<file path="config.mk">
export PLATFORM = sky130hd
export DESIGN_NAME = rgb_pwm_fader
export DESIGN_NICKNAME = d
export VERILOG_FILES = /design/src/rtl/rgb_pwm_fader.sv
export SDC_FILE = /design/constraint.sdc
export NUM_CORES = 1
export LEC_CHECK = 0
export CORE_MARGIN = 4
export CORE_UTILIZATION = 45
export DETAILED_ROUTE_END_ITERATION = 10
export GPL_TIMING_DRIVEN = 0
export SLEW_MARGIN = 20
export SYNTH_ARGS = -nofsm -noshare
export SYNTH_HDL_FRONTEND = slang
export SYNTH_SLANG_ARGS = --single-unit
</file>
<file path="constraint.sdc">
create_clock -name clk -period 4.15 [get_ports clk]
set_input_delay 1.245 -clock clk [delete_from_list [all_inputs] [get_ports clk]]
set_output_delay 1.245 -clock clk [all_outputs]
set_load 0.1 [all_outputs]
</file>
<file path="src/rtl/rgb_pwm_fader.sv">
// rgb_pwm_fader: turns a 3-bit {B,G,R} colour code into three PWM LED drives
// with programmable brightness. On a colour or brightness change it
// crossfades linearly, one duty LSB per step event, instead of hard-switching.
module rgb_pwm_fader #(
    parameter int PWM_BITS   = 8,
    parameter int PRESCALE   = 390,
    parameter int FADE_DIV   = 4,
    parameter bit ACTIVE_LOW = 1'b0
) (
    input  logic                clk,
    input  logic                rst_n,
    input  logic [2:0]          bgr_in,
    input  logic [PWM_BITS-1:0] brightness,
    input  logic                enable,
    output logic                led_b,
    output logic                led_g,
    output logic                led_r,
    output logic                fade_busy
);

    localparam int PRESC_W = (PRESCALE > 1) ? $clog2(PRESCALE) : 1;
    localparam int DIV_W   = (FADE_DIV > 1) ? $clog2(FADE_DIV) : 1;

    localparam logic [PRESC_W-1:0]  PRESC_LAST = PRESC_W'(PRESCALE - 1);
    localparam logic [DIV_W-1:0]    DIV_LAST   = DIV_W'(FADE_DIV - 1);
    // The counter stops one short of all-ones so that a full-scale duty
    // keeps the output permanently on.
    localparam logic [PWM_BITS-1:0] CNT_LAST   = PWM_BITS'((1 << PWM_BITS) - 2);

    typedef enum logic {
        STEADY = 1'b0,
        FADE   = 1'b1
    } state_t;

    state_t              state_reg;
    state_t              state_next;

    logic [2:0]          bgr_meta_reg;
    logic [2:0]          bgr_s_reg;
    logic [PRESC_W-1:0]  presc_reg;
    logic [PWM_BITS-1:0] pwm_cnt_reg;
    logic [DIV_W-1:0]    fade_div_reg;
    logic                tick;
    logic                pb;
    logic                step_evt;

    // Channel index: 0 = red, 1 = green, 2 = blue (matches bgr bit order).
    logic [PWM_BITS-1:0] duty_reg  [3];
    logic [PWM_BITS-1:0] duty_next [3];
    logic [PWM_BITS-1:0] tgt       [3];
    logic [2:0]          differ;
    logic [2:0]          settled;
    logic [2:0]          pwm_raw;
    logic [2:0]          led_reg;

    // Two-flop synchronizer for the colour code, which may be asynchronous.
    always_ff @(posedge clk or negedge rst_n) begin
        if (!rst_n) begin
            bgr_meta_reg <= '0;
            bgr_s_reg    <= '0;
        end else begin
            bgr_meta_reg <= bgr_in;
            bgr_s_reg    <= bgr_meta_reg;
        end
    end

    assign tick     = (presc_reg == PRESC_LAST);
    assign pb       = tick && (pwm_cnt_reg == CNT_LAST);
    assign step_evt = pb && (state_reg == FADE) && (fade_div_reg == DIV_LAST);

    // Prescaler: divides clk down to the PWM count rate.
    always_ff @(posedge clk or negedge rst_n) begin
        if (!rst_n) begin
            presc_reg <= '0;
        end else if (tick) begin
            presc_reg <= '0;
        end else begin
            presc_reg <= presc_reg + 1'b1;
        end
    end

    // PWM counter: 0..2^PWM_BITS-2, wrap marks the period boundary.
    always_ff @(posedge clk or negedge rst_n) begin
        if (!rst_n) begin
            pwm_cnt_reg <= '0;
        end else if (tick) begin
            pwm_cnt_reg <= (pwm_cnt_reg == CNT_LAST) ? '0 : pwm_cnt_reg + 1'b1;
        end
    end

    // Fade divider: counts period boundaries while fading; held at 0 otherwise
    // so every fade entry starts a fresh FADE_DIV-period interval.
    always_ff @(posedge clk or negedge rst_n) begin
        if (!rst_n) begin
            fade_div_reg <= '0;
        end else if (!enable || state_reg == STEADY) begin
            fade_div_reg <= '0;
        end else if (pb) begin
            fade_div_reg <= (fade_div_reg == DIV_LAST) ? '0 : fade_div_reg + 1'b1;
        end
    end

    generate
        for (genvar gi = 0; gi < 3; gi++) begin : g_chan
            // Targets are only acted on at pb, so they never glitch mid-period.
            assign tgt[gi]     = bgr_s_reg[gi] ? brightness : '0;
            assign differ[gi]  = (duty_reg[gi] != tgt[gi]);
            assign settled[gi] = (duty_next[gi] == tgt[gi]);
            assign pwm_raw[gi] = (pwm_cnt_reg < duty_reg[gi]);

            // One-LSB move toward the target; a channel already there holds.
            always_comb begin
                duty_next[gi] = duty_reg[gi];
                if (duty_reg[gi] < tgt[gi]) begin
                    duty_next[gi] = duty_reg[gi] + 1'b1;
                end else if (duty_reg[gi] > tgt[gi]) begin
                    duty_next[gi] = duty_reg[gi] - 1'b1;
                end
            end

            // Duty register: cleared while disabled, stepped on step events.
            always_ff @(posedge clk or negedge rst_n) begin
                if (!rst_n) begin
                    duty_reg[gi] <= '0;
                end else if (!enable) begin
                    duty_reg[gi] <= '0;
                end else if (step_evt) begin
                    duty_reg[gi] <= duty_next[gi];
                end
            end

            // Registered LED drive with polarity and enable gating.
            always_ff @(posedge clk or negedge rst_n) begin
                if (!rst_n) begin
                    led_reg[gi] <= ACTIVE_LOW;
                end else begin
                    led_reg[gi] <= enable ? (pwm_raw[gi] ^ ACTIVE_LOW) : ACTIVE_LOW;
                end
            end
        end
    endgenerate

    // FSM state register.
    always_ff @(posedge clk or negedge rst_n) begin
        if (!rst_n) begin
            state_reg <= STEADY;
        end else begin
            state_reg <= state_next;
        end
    end

    // FSM next state: decisions are taken only at period boundaries.
    always_comb begin
        state_next = state_reg;
        if (!enable) begin
            state_next = STEADY;
        end else if (pb) begin
            case (state_reg)
                STEADY:  if (|differ) state_next = FADE;
                FADE:    if (step_evt && (&settled)) state_next = STEADY;
                default: state_next = STEADY;
            endcase
        end
    end

    // FSM outputs and LED pin mapping.
    always_comb begin
        fade_busy = (state_reg == FADE);
        led_r     = led_reg[0];
        led_g     = led_reg[1];
        led_b     = led_reg[2];
    end

endmodule
</file>
-- Word-level counts from Yosys, hierarchy flattened
Cells that the tools add are included.
- equality and inequality tests: 11
- multiplexer cells: 28
- reduce and logical (&&, ||, !) cells: 9
- add/sub/neg operators: 9
- $lt $le $gt $ge: 9
- bitwise operators: 1
- operators with widths (operator ; count):
    8-bit two-way mux ; 16
    8-bit < comparator ; 6
    8-bit by 1-bit adder with 8-bit output, second input constant ; 4
    8-bit equality test ; 3
    8-bit > comparator ; 3
    8-bit != test ; 3
    8-bit by 1-bit subtractor with 8-bit output, second input constant ; 3
    9-bit by 1-bit adder with 9-bit output, second input constant ; 1
    9-bit equality test, second input constant ; 1
    9-bit two-way mux ; 1
    8-bit equality test, second input constant ; 1
    1-bit two-way mux ; 7
    2-bit two-way mux ; 3
    1-bit logical AND ; 4
    2-bit by 1-bit != test with 1-bit output, second input constant ; 2
    3-bit AND reduction ; 1
    3-bit OR reduction ; 1
    2-bit by 1-bit adder with 2-bit output, second input constant ; 1
    2-bit equality test, second input constant ; 1
    1-bit case mux with 2 select lines ; 1
    2-bit nonzero test ; 1
    1-bit logical NOT ; 1
    1-bit logical OR ; 1
    1-bit inverter ; 1
- register bits: 53
- logic and storage cells: 79
- output and inout port bits: 4

-- Depth between registers and ports, before layout
- word-level depth: 11
- depth in mapped cells: 13
- depth with buffers taken out: 11

-- Least setup slack after synthesis
Ideal clock, no wire load.
- path type: input port to flip-flop
- start point: input port brightness[7]
- end point: register state_reg (netlist: fade_busy)
- data required time: 4014 ps
- cell stages on the path: 11
- slack: 379 ps
- setup time: 136 ps
- buffers on the path: 0
- arrival time: 3635 ps
- path through: nand2_1 -> ha_1 -> nand4_4 -> o211ai_2 -> or4_4 -> a2111oi_2 -> a21oi_2 -> xnor2_1 -> a2111o_1 -> nor4_1 -> a31oi_1
- word-level cells in the longest chain between the ends: 11
- RTL lines (what ; line ; RTL):
    start: declaration ; 13 ; input logic [PWM_BITS-1:0] brightness,
    8-bit two-way mux ; 106 ; assign tgt[gi] = bgr_s_reg[gi] ? brightness : '0;
    8-bit > comparator ; 116 ; end else if (duty_reg[gi] > tgt[gi]) begin
    8-bit two-way mux ; 116 ;
    8-bit two-way mux ; 114 ; if (duty_reg[gi] < tgt[gi]) begin
    8-bit equality test ; 108 ; assign settled[gi] = (duty_next[gi] == tgt[gi]);
    3-bit AND reduction ; 160 ; FADE: if (step_evt && (&settled)) state_next = STEADY;
    1-bit logical AND ; 160 ;
    1-bit two-way mux ; 160 ;
    1-bit case mux with 2 select lines * ; 158 ; case (state_reg)
    1-bit two-way mux * ; 157 ; end else if (pb) begin
    1-bit two-way mux * ; 155 ; if (!enable) begin
    end signal: assignment ; 148 ; state_reg <= state_next;
    end: declaration ; 35 ; state_t state_reg;
Every way passes the cells marked *; elsewhere a longest branch is shown, timed or not. The select of a mux whose other input is x is not followed.
A chain may end at the register's enable or synchronous reset.

-- Worst setup path in the final report
- start point: input port brightness[0]
- end point: register state_reg (netlist: fade_busy)
Same word-level chain as after synthesis.

==> flow_summary.ini <==
[logic_synthesis]
synthesis.nets = 639
yosys.area.top_type = sky130_fd_sc_hd__dfrtp_1
post_synth_main_area_contributors = sky130_fd_sc_hd__dfrtp_1 (27%), sky130_fd_sc_hd__ha_1 (14%), sky130_fd_sc_hd__xnor2_1 (9.4%)
sequential_cell_area_fraction_in_the_yosys_report = 0.274
synth_cells = 569
netlist-cell-type-count = 68
post_synth_instance_area_sq_um = 4840
yosys_most_used_dff = sky130_fd_sc_hd__dfrtp_1
synth_top_area_share = 0.274
ys_seq_elements = 53
yosysWarningCount = 0
synth_enable_flop_cells = 0
synth_area_per_cell_sq_um = 8.51
synth-async-reset-ratio = 1.00

[route]
drc = 0
drt_pre_antenna_iters = 5
wl_um = 13700
via_count = 4283
routed_via_density = 5.86
antenna_viol_nets_final = 0
route.detailed.wl_per_inst_um = 18.8
drt_first_iter_violations = 468

[power]
power.ir.vdd_worst_v = 0.000187
total_power_w = 0.00105
power-per-cell-area_nw_per_um2 = 197
power_leakage_nw = 2.19

[timing]
worst-slew-pin-transition_ns = 0.977
final.setup.worst_slack_ns = 0.0412
pins_over_their_slew_limit = 0
fmax_mhz = 243
timing.hold.ws_ns = 0.359
timing.final.hold_violations = 0
timing.clock.skew_ns = 0.0161
setup_viol = 0
final_period_minus_worst_setup_slack_ns = 4.11
relSlewSlack = 0.347
setup_tns_final_ns = 0
final.period_utilization = 0.990

[setup_path]
worst-path-max-fanout = 4
setup.worst_path.class = primary input to register
cell_with_the_largest_stage_delay_on_the_worst_path = sky130_fd_sc_hd__clkdlybuf4s50_1
slowest_delay_ns = 0.48
critical-path-top-delay-family = simple AND/OR/NAND/NOR gates
timing.critical_path.buf_inv = 1
path_cells = clkdlybuf4s50_1 > and2_4 > ha_1 > nand4_1 > o211ai_2 > or4_4 > a2111oi_4 > a21oi_2 > xnor2_1 > a2111o_1 > nor4_1 > a31oi_1
worstPathRequired_ns = 4.37
critical_path.endpoint_type = register
setup.worst_path.start_class = primary input
worst_ep_arrival_time_ns = 4.33

[final_layout]
synthToLayoutAreaGrowth_pct = 10.2
antennaDiodeCount = 0
final_cell_mix = sky130_fd_sc_hd__nand2_1 (62), sky130_fd_sc_hd__ha_1 (55), sky130_fd_sc_hd__dfrtp_1 (53), sky130_fd_sc_hd__xnor2_1 (52), sky130_fd_sc_hd__a21oi_1 (35)
area_of_combinational_cells_with_multiple_inputs_sq_um = 3370
largest_reg_flops = 24
fillers = 999
most_common_cell_after_layout_fill_and_taps_aside = sky130_fd_sc_hd__nand2_1
sequential_cell_area_sq_um = 1330
fin_nets = 664
share_of_layout_cells_above_drive_strength_1 = 0.0739
fin_cells = 731

[global_routing]
initial_antenna_violation_count = 0
largest_net_degree_at_the_start_of_global_routing = 37
gr-total-overflow = 0
number_of_global_route_vias_before_repair = 4103
grt_pass1_wl_um = 21900
globalRouteTotalUtil = 0.220

[placed_design]
pre_cts_ws_ns = -0.523
post-dp-hpwl_um = 10600
io_buffer_count = 16
placed_instances = 722
gp_routability_congestion = 0.951

[worst_hold_path]
min_path_type = register to register

[cts]
clkSinkCount = 53
clkLatencyLatePin_ns = 0.35
clockBufferDepth = 2
tritoncts = built
clk_pin_slew_ns = 0.11
h-tree-depth = 2
numCtsBuffers = 5
postCtsHoldBufs = 0
cts_root_buffer = sky130_fd_sc_hd__clkbuf_8

[run_status]
status = finished, final reports clean

[run]
maxCapViolCount = 0

[floorplan]
dieArea_sq_um = 12500
dieWidth_um = 112
starting_utilization_of_the_core_area = 0.465
rows = 37
core_sq_um = 10400
boundaryPins = 18
die_h_um = 112
## cells in the mapped netlist (3+ instances only)
library cell and count:
sky130_fd_sc_hd__a211oi_1 3, sky130_fd_sc_hd__a21boi_0 8, sky130_fd_sc_hd__a21o_1 14, sky130_fd_sc_hd__a21oi_1 36, sky130_fd_sc_hd__a22oi_1 3, sky130_fd_sc_hd__a31oi_1 3
sky130_fd_sc_hd__and2_1 20, sky130_fd_sc_hd__and3_1 9, sky130_fd_sc_hd__and3b_1 3, sky130_fd_sc_hd__buf_2 3, sky130_fd_sc_hd__clkbuf_1 13, sky130_fd_sc_hd__dfrtp_1 53
sky130_fd_sc_hd__ha_1 56, sky130_fd_sc_hd__inv_1 26, sky130_fd_sc_hd__nand2_1 65, sky130_fd_sc_hd__nand2b_1 5, sky130_fd_sc_hd__nand3_1 19, sky130_fd_sc_hd__nand4_1 13
sky130_fd_sc_hd__nor2_1 34, sky130_fd_sc_hd__nor2b_1 9, sky130_fd_sc_hd__nor3_1 10, sky130_fd_sc_hd__nor4_1 5, sky130_fd_sc_hd__o211ai_1 5, sky130_fd_sc_hd__o21ai_0 29
sky130_fd_sc_hd__o31ai_1 3, sky130_fd_sc_hd__or2_2 3, sky130_fd_sc_hd__or3_1 8, sky130_fd_sc_hd__xnor2_1 52, sky130_fd_sc_hd__xor2_1 9
## cells by family after synthesis
kind of cell	synth area share
xor+xnor	0.110
mux	0.00879
flops	0.274
fa+ha+maj	0.145
simple gates	0.229
compound gates	0.194
buf+inv	0.0388
## layer usage
metal / global-route usage / vias to the layer above / wire length [um]
met4: 0.0681 / 0 / 362
met1: 0.305 / 2021 / 6350
met3: 0.0489 / 30 / 899
met5: 0 / - / 0
li1: - / 2078 / -
met2: 0.342 / 154 / 6110
## area by class of cell
| class | count | share of cell area |
|---|---|---|
| multi-input combinational | 470 | 0.632 |
| sequential | 53 | 0.249 |
| timing repair buffer | 18 | 0.0336 |
| tap | 136 | 0.0319 |
| inverter | 28 | 0.0197 |
| buffer | 18 | 0.0155 |
| clock buffer | 5 | 0.0129 |
| clock inverter | 3 | 0.00540 |
## final timing paths
| path | to | cells past startpoint | from | slack [ns] |
|---|---|---|---|---|
| max | fade_busy$_DFFE_PN0P_ | 12 | brightness[0] | 0.04 |
| min reg2reg | bgr_s_reg[2]$_DFF_PN0_ | 0 | bgr_meta_reg[2]$_DFF_PN0_ | 0.36 |
| min | bgr_s_reg[2]$_DFF_PN0_ | 0 | bgr_meta_reg[2]$_DFF_PN0_ | 0.36 |
| max reg2reg | fade_busy$_DFFE_PN0P_ | 12 | bgr_s_reg[2]$_DFF_PN0_ | 0.51 |
| max in group asynchronous | duty_reg[20]$_DFFE_PN0P_ | 2 | rst_n | 2.90 |
| min in group asynchronous | led_b$_DFF_PN0_ | 1 | rst_n | 0.76 |
## report_power, final
part | internal [W] | total [W] | switching, W
Clock | 0.000127 | 0.000343 | 0.000216
Sequential | 0.000519 | 0.000520 | 0.00000112
Combinational | 0.0000732 | 0.000186 | 0.000113
Total | 0.000719 | 0.00105 | 0.000330
## per-stage QoR
| stage | utilization | cell area [sq um] |
|---|---|---|
| 2_1_floorplan | - | 4840 |
| 4_1_cts | 0.508 | 5290 |
| 3_5_place_dp | 0.498 | 5190 |
| 3_3_place_gp | 0.496 | 5170 |
| 6_report | 0.512 | 5330 |
| 5_1_grt | 0.512 | 5330 |
## repair_timing
item	4_1_cts	5_1_grt
buffers inserted	1	0
resized for setup	6	7
pin swaps	1	0
setup endpoints to repair	1	1
hold endpoints to repair	0	0
(Power assumes the default switching activity.)
